==> config.mk <==
export PLATFORM = sky130hd
export DESIGN_NAME = serial_tx
export DESIGN_NICKNAME = d
export VERILOG_FILES = /design/src/rtl/serial_tx.sv
export SDC_FILE = /design/constraint.sdc
export NUM_CORES = 1
export LEC_CHECK = 0
export CORE_MARGIN = 2
export CORE_UTILIZATION = 38
export CTS_CLUSTER_DIAMETER = 100
export CTS_CLUSTER_SIZE = 40
export DETAILED_ROUTE_END_ITERATION = 8
export HOLD_SLACK_MARGIN = 0.06
export SLEW_MARGIN = 0
export SYNTH_ARGS = -nofsm -noshare
export SYNTH_HDL_FRONTEND = slang
export SYNTH_SLANG_ARGS = --single-unit
==> constraint.sdc <==
create_clock -name clk -period 2.8 [get_ports clk]
set_input_delay 0.42 -clock clk [delete_from_list [all_inputs] [get_ports clk]]
set_output_delay 0.42 -clock clk [all_outputs]
set_load 0.01 [all_outputs]
==> src/rtl/serial_tx.sv <==
// Parallel-to-serial transmitter: accepts a WIDTH-bit word on load & ready and
// shifts it out one bit per clock with valid, last and busy strobes.
module serial_tx #(
  parameter int unsigned WIDTH     = 16,
  parameter int unsigned MSB_FIRST = 0
) (
  input  logic             clk,
  input  logic             reset,
  input  logic [WIDTH-1:0] in,
  input  logic             load,
  output logic             ready,
  output logic             out,
  output logic             out_valid,
  output logic             last,
  output logic             busy
);

  localparam int unsigned CntW = (WIDTH > 1) ? $clog2(WIDTH) : 1;
  localparam logic [CntW-1:0] LastCnt = CntW'(WIDTH - 1);

  typedef enum logic {StIdle, StShift} state_e;

  state_e           r_state;
  logic [WIDTH-1:0] r_shreg;
  logic [CntW-1:0]  r_cnt;

  logic             w_shift;
  logic             w_last;
  logic             w_accept;
  logic             w_head;
  logic [WIDTH-1:0] w_shifted;

  assign w_shift  = (r_state == StShift);
  assign w_last   = w_shift && (r_cnt == LastCnt);
  assign w_accept = load && ready;

  // Output end is bit 0 for LSB-first, bit WIDTH-1 for MSB-first; fill with zeros.
  assign w_head    = (MSB_FIRST != 0) ? r_shreg[WIDTH-1] : r_shreg[0];
  assign w_shifted = (MSB_FIRST != 0) ? {r_shreg[WIDTH-2:0], 1'b0}
                                      : {1'b0, r_shreg[WIDTH-1:1]};

  always_ff @(posedge clk) begin
    if (reset) begin
      r_state <= StIdle;
      r_shreg <= '0;
      r_cnt   <= '0;
    end else begin
      unique case (r_state)
        StIdle: begin
          if (load) begin
            r_shreg <= in;
            r_cnt   <= '0;
            r_state <= StShift;
          end
        end
        StShift: begin
          if (w_last) begin
            r_cnt <= '0;
            if (load) begin
              r_shreg <= in;
            end else begin
              r_shreg <= w_shifted;
              r_state <= StIdle;
            end
          end else begin
            r_shreg <= w_shifted;
            r_cnt   <= r_cnt + CntW'(1);
          end
        end
        default: r_state <= StIdle;
      endcase
    end
  end

  // All outputs decode registered state only.
  assign ready     = !w_shift || w_last;
  assign out       = w_shift && w_head;
  assign out_valid = w_shift;
  assign last      = w_last;
  assign busy      = w_shift;

  logic w_unused;
  assign w_unused = w_accept;

endmodule

== Word-level counts from Yosys, hierarchy flattened ==
Cells that the tools add are included.

* Register bits after elaboration: 21
* Bits of input ports: 19
* Output and inout port bits: 5
* Word-level logic and storage cells: 21

* $add $sub $neg: 1
* Equal/unequal tests: 2
* Muxes and demuxes: 10
* Bitwise logic cells: 1
* Reductions and logical operators: 4

{| class="wikitable"
|+ Operators with widths
! operator !! number
|-
| $mux W16 || 3
|-
| $pmux W16 S2 || 1
|-
| $mux W4 || 2
|-
| $pmux W4 S2 || 1
|-
| $add A4 B1 Y4 const B || 1
|-
| $eq A4 B4 Y1 const B || 1
|-
| $logic_and A1 B1 Y1 || 2
|-
| $mux W1 || 2
|-
| $ne A2 B2 Y1 const B || 1
|-
| $pmux W1 S2 || 1
|-
| $logic_not A1 Y1 || 1
|-
| $logic_or A1 B1 Y1 || 1
|-
| $not A1 Y1 || 1
|}

== Logic depth before layout (Yosys ltp) ==
Gate-level depths: netlist of run 1.

* Depth after elaboration: 4
* Depth in mapped cells: 5
* Gate-level depth less buffers: 4

== Worst setup path after synthesis of run 1 ==
No wires, ideal clock.

* Kind: reg2out
* From: register r_state, in the netlist busy
* To: output port last
* Arrival time: 979 ps
* Data required time: 2380 ps
* Path slack: 1401 ps
* Stages on the path, launching flop included: 5
* Path buffers: 2
* Path through: dfxtp_1 > buf_4 > buf_2 > inv_1 > nor2_1

* Word-level cells in the longest chain between the ends: 1

{| class="wikitable"
|+ Ends and longest elaborated chain
! element !! line !! text
|-
| start: declaration || 23 || <nowiki>state_e r_state;</nowiki>
|-
| start signal: assignment || 44 || <nowiki>r_state <= StIdle;</nowiki>
|-
| start signal: assignment || 53 || <nowiki>r_state <= StShift;</nowiki>
|-
| start signal: assignment || 63 || <nowiki>r_state <= StIdle;</nowiki>
|-
| $logic_and A1 B1 Y1 || 34 || <nowiki>assign w_last = w_shift && (r_cnt == LastCnt);</nowiki>
|-
| end: declaration || 14 || <nowiki>output logic last,</nowiki>
|}

No other way between the ends.

== Worst setup path after layout of run 1 ==
* From: register r_cnt[0]
* To: output port last

* Word-level cells in the longest chain between the ends: 2

{| class="wikitable"
|+ Ends and longest elaborated chain
! element !! line !! text
|-
| start: declaration || 25 || <nowiki>logic [CntW-1:0] r_cnt;</nowiki>
|-
| start signal: assignment || 67 || <nowiki>r_cnt <= r_cnt + CntW'(1);</nowiki>
|-
| $eq A4 B4 Y1 || 34 ||
|-
| $logic_and A1 B1 Y1 || 34 ||
|}

No other way between the ends.

==> summary.txt, run 1 <==
Place
  – RD Place Congestion: 0.814
  – Dpl hpwl: about 1500 um
  – DP Worst Slack: between 0.7 and 0.8 ns
  – Port bufs: 23
  – Placed cell count: 153

STA
  – Slew HR: around 47%
  – Fin crit period: 2.28 ns
  – Final hold viol count: 0
  – RSZ-0062 raised after global routing: false
  – Final TNS setup: 0 ns
  – Final setup viols: 0
  – Period utilisation layout: 81.3%
  – Fmax: 439 MHz
  – Slew Limit Fails: 0
  – Layout Skew: 0.0144 ns
  – Actual slew at the worst max-slew pin: 0.788 ns
  – Final setup slack of the worst path: ~0.52 ns

Cells and area
  – Final std cells w/o fill: between 150 and 200
  – Area of the multi-input gates: 497 um^2
  – Share of post-route cells with drive strength above 1: 8.66%
  – Post-route core utilization: 49.8%
  – Fillers: 238
  – Final Net Count: 148
  – Area Overhead vs Synth: 25.4%
  – FF/Latch Area: 420 um^2
  – # diodes: 0
  – Commonest non-fill, non-tap cell in the layout: clkdlybuf4s50_1
  – Most frequent cells in the layout: clkdlybuf4s50_1, dfxtp_1, nor2_1, a21oi_1

CTS
  – Clk root buf: clkbuf_4
  – Num CTS Buffers: 3
  – Hold_buf cts: 0
  – Clock transition at path regs: 0.13 ns
  – Clock latency at the later pin of the worst-skew pair: 0.31 ns
  – Clk sink count: 21
  – H-tree depth: 1
  – CTS tree: built
  – Clock Path Buffers: 2
  – Setup Fix Bufs, Post-CTS: 0
  – Post-CTS sizing: 0

Detailed routing
  – Initial DRC Count: 10
  – Via count: 858
  – ANT nets after route: 0
  – # DRC: 0
  – Via density: 5.46
  – WL/cell: 14.2 um
  – Total wire length: 2240 um
  – Drt first pass iters: 4

Critical path
  – R2r worst-path depth: 4
  – Worst Setup SP: r_cnt[0]
  – Crit. End Element: primary output
  – CP max FO: 7
  – Critical Path AT: ~1.9 ns
  – CP startpoint kind: register
  – RR Startpoint: busy
  – Critical Path RT: 2.38 ns
  – Crit path kind: register to primary output

Die
  – Horiz. Die Dim: 54.9 um
  – Starting Density: 39.7%
  – Core area: about 2500 um^2
  – Die Ht: 54.9 um
  – Row cnt: 18
  – Die ar.: 3010 um^2
  – IO Count: 24

Hold path
  – Hold Crit Class: register to register
  – Hold depth: 2
  – HP Start: r_shreg[15]

Power
  – Pint: 0.000431 W
  – Sw power: 0.000159 W
  – Combinational share of power: 17.8%
  – P per Cell Area: between 400 and 500 nW/um^2
  – Worst-case vdd ir drop: 0.000268 V
  – P_leak: 0.433 nW
  – Seq pwr share: 56.9%
  – Clock Power Share: 25.3%
  – Sw Share: 26.9%

Yosys
  – Cell area after synthesis: between 900 and 1000 um^2
  – Netlist cell types: 27
  – Warnings from Yosys: 0
  – Ys flop type: dfxtp_1
  – Mean area per synthesized cell: 9.20 um^2
  – Largest family of logic cells by synthesized area: compound AO/OA/AOI/OAI gates
  – Number of synthesized flops with an enable pin: 0
  – Seq/Total Area, Yosys: between 40% and 50%
  – Leading area contributor after synthesis: dfxtp_1
  – Post-synthesis mux area share: 0%
  – Simple-Gate Fraction of Synth Area: a little over a fifth
  – Post-synth top area share: 42.7%
  – Xor and xnor area share after synthesis: 0%
  – Post-synthesis compound-gate area fraction: 27.4%
  – Syn Inst Count: 107
  – Synth top area cells: dfxtp_1, o221a_1, a21oi_1
  – Synth Register Bits: 21
  – Asr flop ratio synth: 0%
  – Adder-Cell Fraction of Synth Area: under 10%
  – Syn_nets: approximately 130

Global routing
  – First-pass GRT wire length: 3470 um
  – GRT Residual Overflow: 0
  – Vias in the first global route: 764
  – Initial antenna violation count: 0
  – Total track usage: 16.7%
  – Largest net degree at the start of global routing: 22

Run status
  – Status: complete, no violations

Run
  – Max_cap viols: 0
[flip-flops by register name, summed over array words and instances, names as in the netlist]
register	count
busy	1
r_cnt	4
r_shreg	16
[critical path, stage by stage (launching register included)]
cell and delay (ns):
dfxtp_1 0.38, ha_1 0.26, nand3_1 0.23, nor2_1 0.15
clkdlybuf4s50_1 0.54
[layer usage]
metal | share of wire, % | GRT usage (%) | vias to the layer above
li1 | - | - | 445
met1 | 52 | 22.6 | 394
met2 | 43 | 24.2 | 15
met3 | 4.5 | 6.18 | 4
met4 | 1.1 | 5.69 | 0
met5 | 0 | 0 | -
[synthesized netlist by cell type (all sizes together) (2+ instances only)]
library cell	instances
o221a	10
clkbuf	2
nor3	10
dfxtp	21
nand4	2
a21oi	11
buf	7
nor2	15
inv	2
nand2	5
nand3	2
o21ai	5
a32oi	6
[metrics by stage]
stage / area (um^2) / total power, W / hold WS, ns
2_1_floorplan: 985 / 0.000403 / 0.432
3_3_place_gp: 1210 / 0.000448 / 0.448
3_5_place_dp: 1210 / 0.000448 / 0.458
4_1_cts: 1230 / 0.000596 / 0.479
5_1_grt: 1230 / 0.000619 / 0.501
6_report: 1230 / 0.000590 / 0.476
[worst paths after layout]
path,end,slack [ns]
worst min register to register,r_shreg[15],0.48
worst min-delay path,r_shreg[15],0.48
worst max-delay path,last,0.52
worst max register to register,r_shreg[8],1.02
[final cells by class]
cell class / instances / share of cell area, %
Timing Repair Buffer: 25 / 19.9
Sequential cell: 21 / 34.0
Multi-Input combinational cell: 75 / 40.2
Clock inverter: 1 / 0.405
Tap cell: 30 / 3.04
Inverter: 2 / 0.608
Clock buffer: 3 / 1.82
[power groups by stage]
stage,clock network [W],registers [W],logic [W]
2_1_floorplan,0,0.000336,0.0000672
3_3_place_gp,0,0.000342,0.000106
3_5_place_dp,0,0.000342,0.000105
4_1_cts,0.000155,0.000336,0.000105
5_1_grt,0.000165,0.000338,0.000115
6_report,0.000149,0.000336,0.000105
[cell families after synthesis]
group,count (synthesis)
DFF,21
adders and majority gates,1
buffers and inverters,11
and+or+nand+nor,39
AOI/OAI and AO/OA,35
(Power assumes the default switching activity.)
==> run 2, diff against run 1 <==
clock period = 2.3 ns   (was 2.8 ns; I/O delays follow)
==> run 2 against run 1 <==
  * Clock skew fell by 0.013 ns
  * Clock-buffer cell count did not move
  * Sequential share of layout area fell by 0.34 points
==> summary.txt, run 2 (synthesized netlist as in run 1, its figures left out) <==
Detailed routing
  – Via density: about 5.7
  – # DRC: 0
  – Total wire length: 2400 um
  – ANT nets after route: 0
  – Via count: approximately 900
  – Drt first pass iters: 4
  – WL/cell: between 15 and 20 um
  – Initial DRC Count: 24

Global routing
  – Largest net degree at the start of global routing: 22
  – GRT Residual Overflow: 0
  – Vias in the first global route: about 840
  – Initial antenna violation count: 0
  – Total track usage: 18.1%
  – First-pass GRT wire length: roughly 3800 um

Power
  – Sw Share: 26.8%
  – Worst-case vdd ir drop: 0.000451 V
  – P_leak: approximately 0.44 nW
  – Clock Power Share: 24.8%
  – Seq pwr share: between 50% and 60%
  – P per Cell Area: 577 nW/um^2
  – Sw power: approximately 0.00019 W
  – Combinational share of power: between 10% and 20%
  – Pint: 0.000527 W

Critical path
  – CP endpoint: last
  – Reg2reg setup slack: 0.75 ns
  – Slowest CP cell: clkdlybuf4s50_1
  – Crit path kind: register to primary output
  – RR Endpoint: r_shreg[14]
  – Crit. End Element: primary output
  – Max stage delay on crit path: 0.54 ns
  – Worst Setup SP: r_cnt[0]
  – Critical-path cell list: ha_1 -> nand3_2 -> nor2_1 -> clkdlybuf4s50_1
  – Critical path's top delay family: buffers and inverters
  – CP startpoint kind: register
  – WP depth: 4
  – Critical Path AT: roughly 1.8 ns
  – Buf/Inv on CP: 1
  – Critical Path RT: 1.96 ns
  – RR Startpoint: r_cnt[0]
  – R2r worst-path depth: 4
  – CP max FO: 7

CTS
  – Clock Path Buffers: 2
  – Clock transition at path regs: about 0.12 ns
  – Clk root buf: clkbuf_4
  – Clock latency at the later pin of the worst-skew pair: 0.30 ns
  – Setup Fix Bufs, Post-CTS: 0
  – Clk sink count: 21
  – CTS tree: built
  – H-tree depth: 1
  – Num CTS Buffers: 3

STA
  – Actual slew at the worst max-slew pin: around 0.79 ns
  – Period utilisation layout: between 90% and 100%
  – Fin crit period: 2.13 ns
  – Final setup viols: 0
  – Final hold viol count: 0
  – Final TNS setup: 0 ns
  – RSZ-0062 raised after global routing: false
  – Fmax: 470 MHz
  – Slew Limit Fails: 0
  – Slew HR: a little under half
  – Layout Skew: 0.00155 ns

Run status
  – Status: complete, no violations

Cells and area
  – FF/Latch Area: 420 um^2
  – Post-route core utilization: 50.4%
  – Area Overhead vs Synth: 26.7%
  – Max FFs per register: 16
  – Fillers: 242
  – Commonest non-fill, non-tap cell in the layout: clkdlybuf4s50_1
  – Most frequent cells in the layout: clkdlybuf4s50_1, dfxtp_1, nor2_1, a21oi_1
  – # diodes: 0
  – Share of post-route cells with drive strength above 1: approximately a tenth
  – Final Net Count: 149
  – Most flops, register: r_shreg
  – Fin area: 1250 um^2
  – Area of the multi-input gates: 502 um^2

Place
  – Dpl hpwl: 1580 um
  – RD Place Congestion: 0.728
  – Port bufs: 23
  – Placed inst area: 1210 um^2

Die
  – IO Count: 24
  – Row cnt: 18
  – Horiz. Die Dim: 54.9 um
  – Core area: 2480 um^2
  – Die Ht: around 55 um
  – Starting Density: 39.7%
  – Die ar.: between 3000 and 4000 um^2

Run
  – Max_cap viols: 0

Hold path
  – Hold Crit Class: register to register
-- run 2: power by group through the flow --
stage / combinational, W / sequential, W / clock (W)
finish: 0.000136 / 0.000405 / 0.000179
global route: 0.000150 / 0.000409 / 0.000203
CTS: 0.000137 / 0.000405 / 0.000190
detailed placement: 0.000136 / 0.000413 / 0
global placement: 0.000133 / 0.000412 / 0
floorplan: 0.0000818 / 0.000409 / 0
-- run 2: cell type report --
cell class / count / area share (%)
clock inverter: 1 / 0.401
multi-input combinational: 75 / 40.2
tap: 30 / 3.01
sequential: 21 / 33.7
inverter: 2 / 0.602
clock buffer: 3 / 1.81
timing repair buffer: 26 / 20.3
-- run 2: tightest hold or removal path, stage by stage, from the launching register on --
cell	delay, ns
dfxtp_1	0.33
nand2_1	0.05
a21oi_1	0.05
-- run 2: how the worst min path moves through the flow --
stage	from	end	depth (start not counted)
after floorplan	r_shreg[15]	r_shreg[15]	2
after global placement	r_shreg[15]	r_shreg[15]	2
after detailed placement	r_shreg[15]	r_shreg[15]	2
after CTS	r_shreg[15]	r_shreg[15]	2
after global routing	r_shreg[15]	r_shreg[15]	2
final	r_shreg[15]	r_shreg[15]	2
-- run 2: layer usage --
layer	share of wire, %	vias to the layer above	global-route usage (%)	wire, um
met5	0	-	0	0
met4	0.67	0	4.07	16
met3	3.9	2	6.99	93
met2	51	21	31.7	1210
met1	45	429	20.9	1070
li1	-	446	-	-
-- run 2: metrics by stage --
step / setup WS (ns) / std cells / hold slack, ns / total power [W]
after detailed placement: 0.357 / 154 / 0.456 / 0.000549
after global placement: 0.425 / 154 / 0.450 / 0.000545
after global routing: 0.0251 / 158 / 0.512 / 0.000761
after floorplan: 0.976 / 107 / 0.432 / 0.000490
after CTS: 0.103 / 158 / 0.475 / 0.000732
final: 0.174 / 158 / 0.473 / 0.000719
-- run 2: what timing repair did --
item	4_1_cts	5_1_grt
endpoints found under the setup margin	0	2
gates resized for setup	0	1
hold buffers	0	0
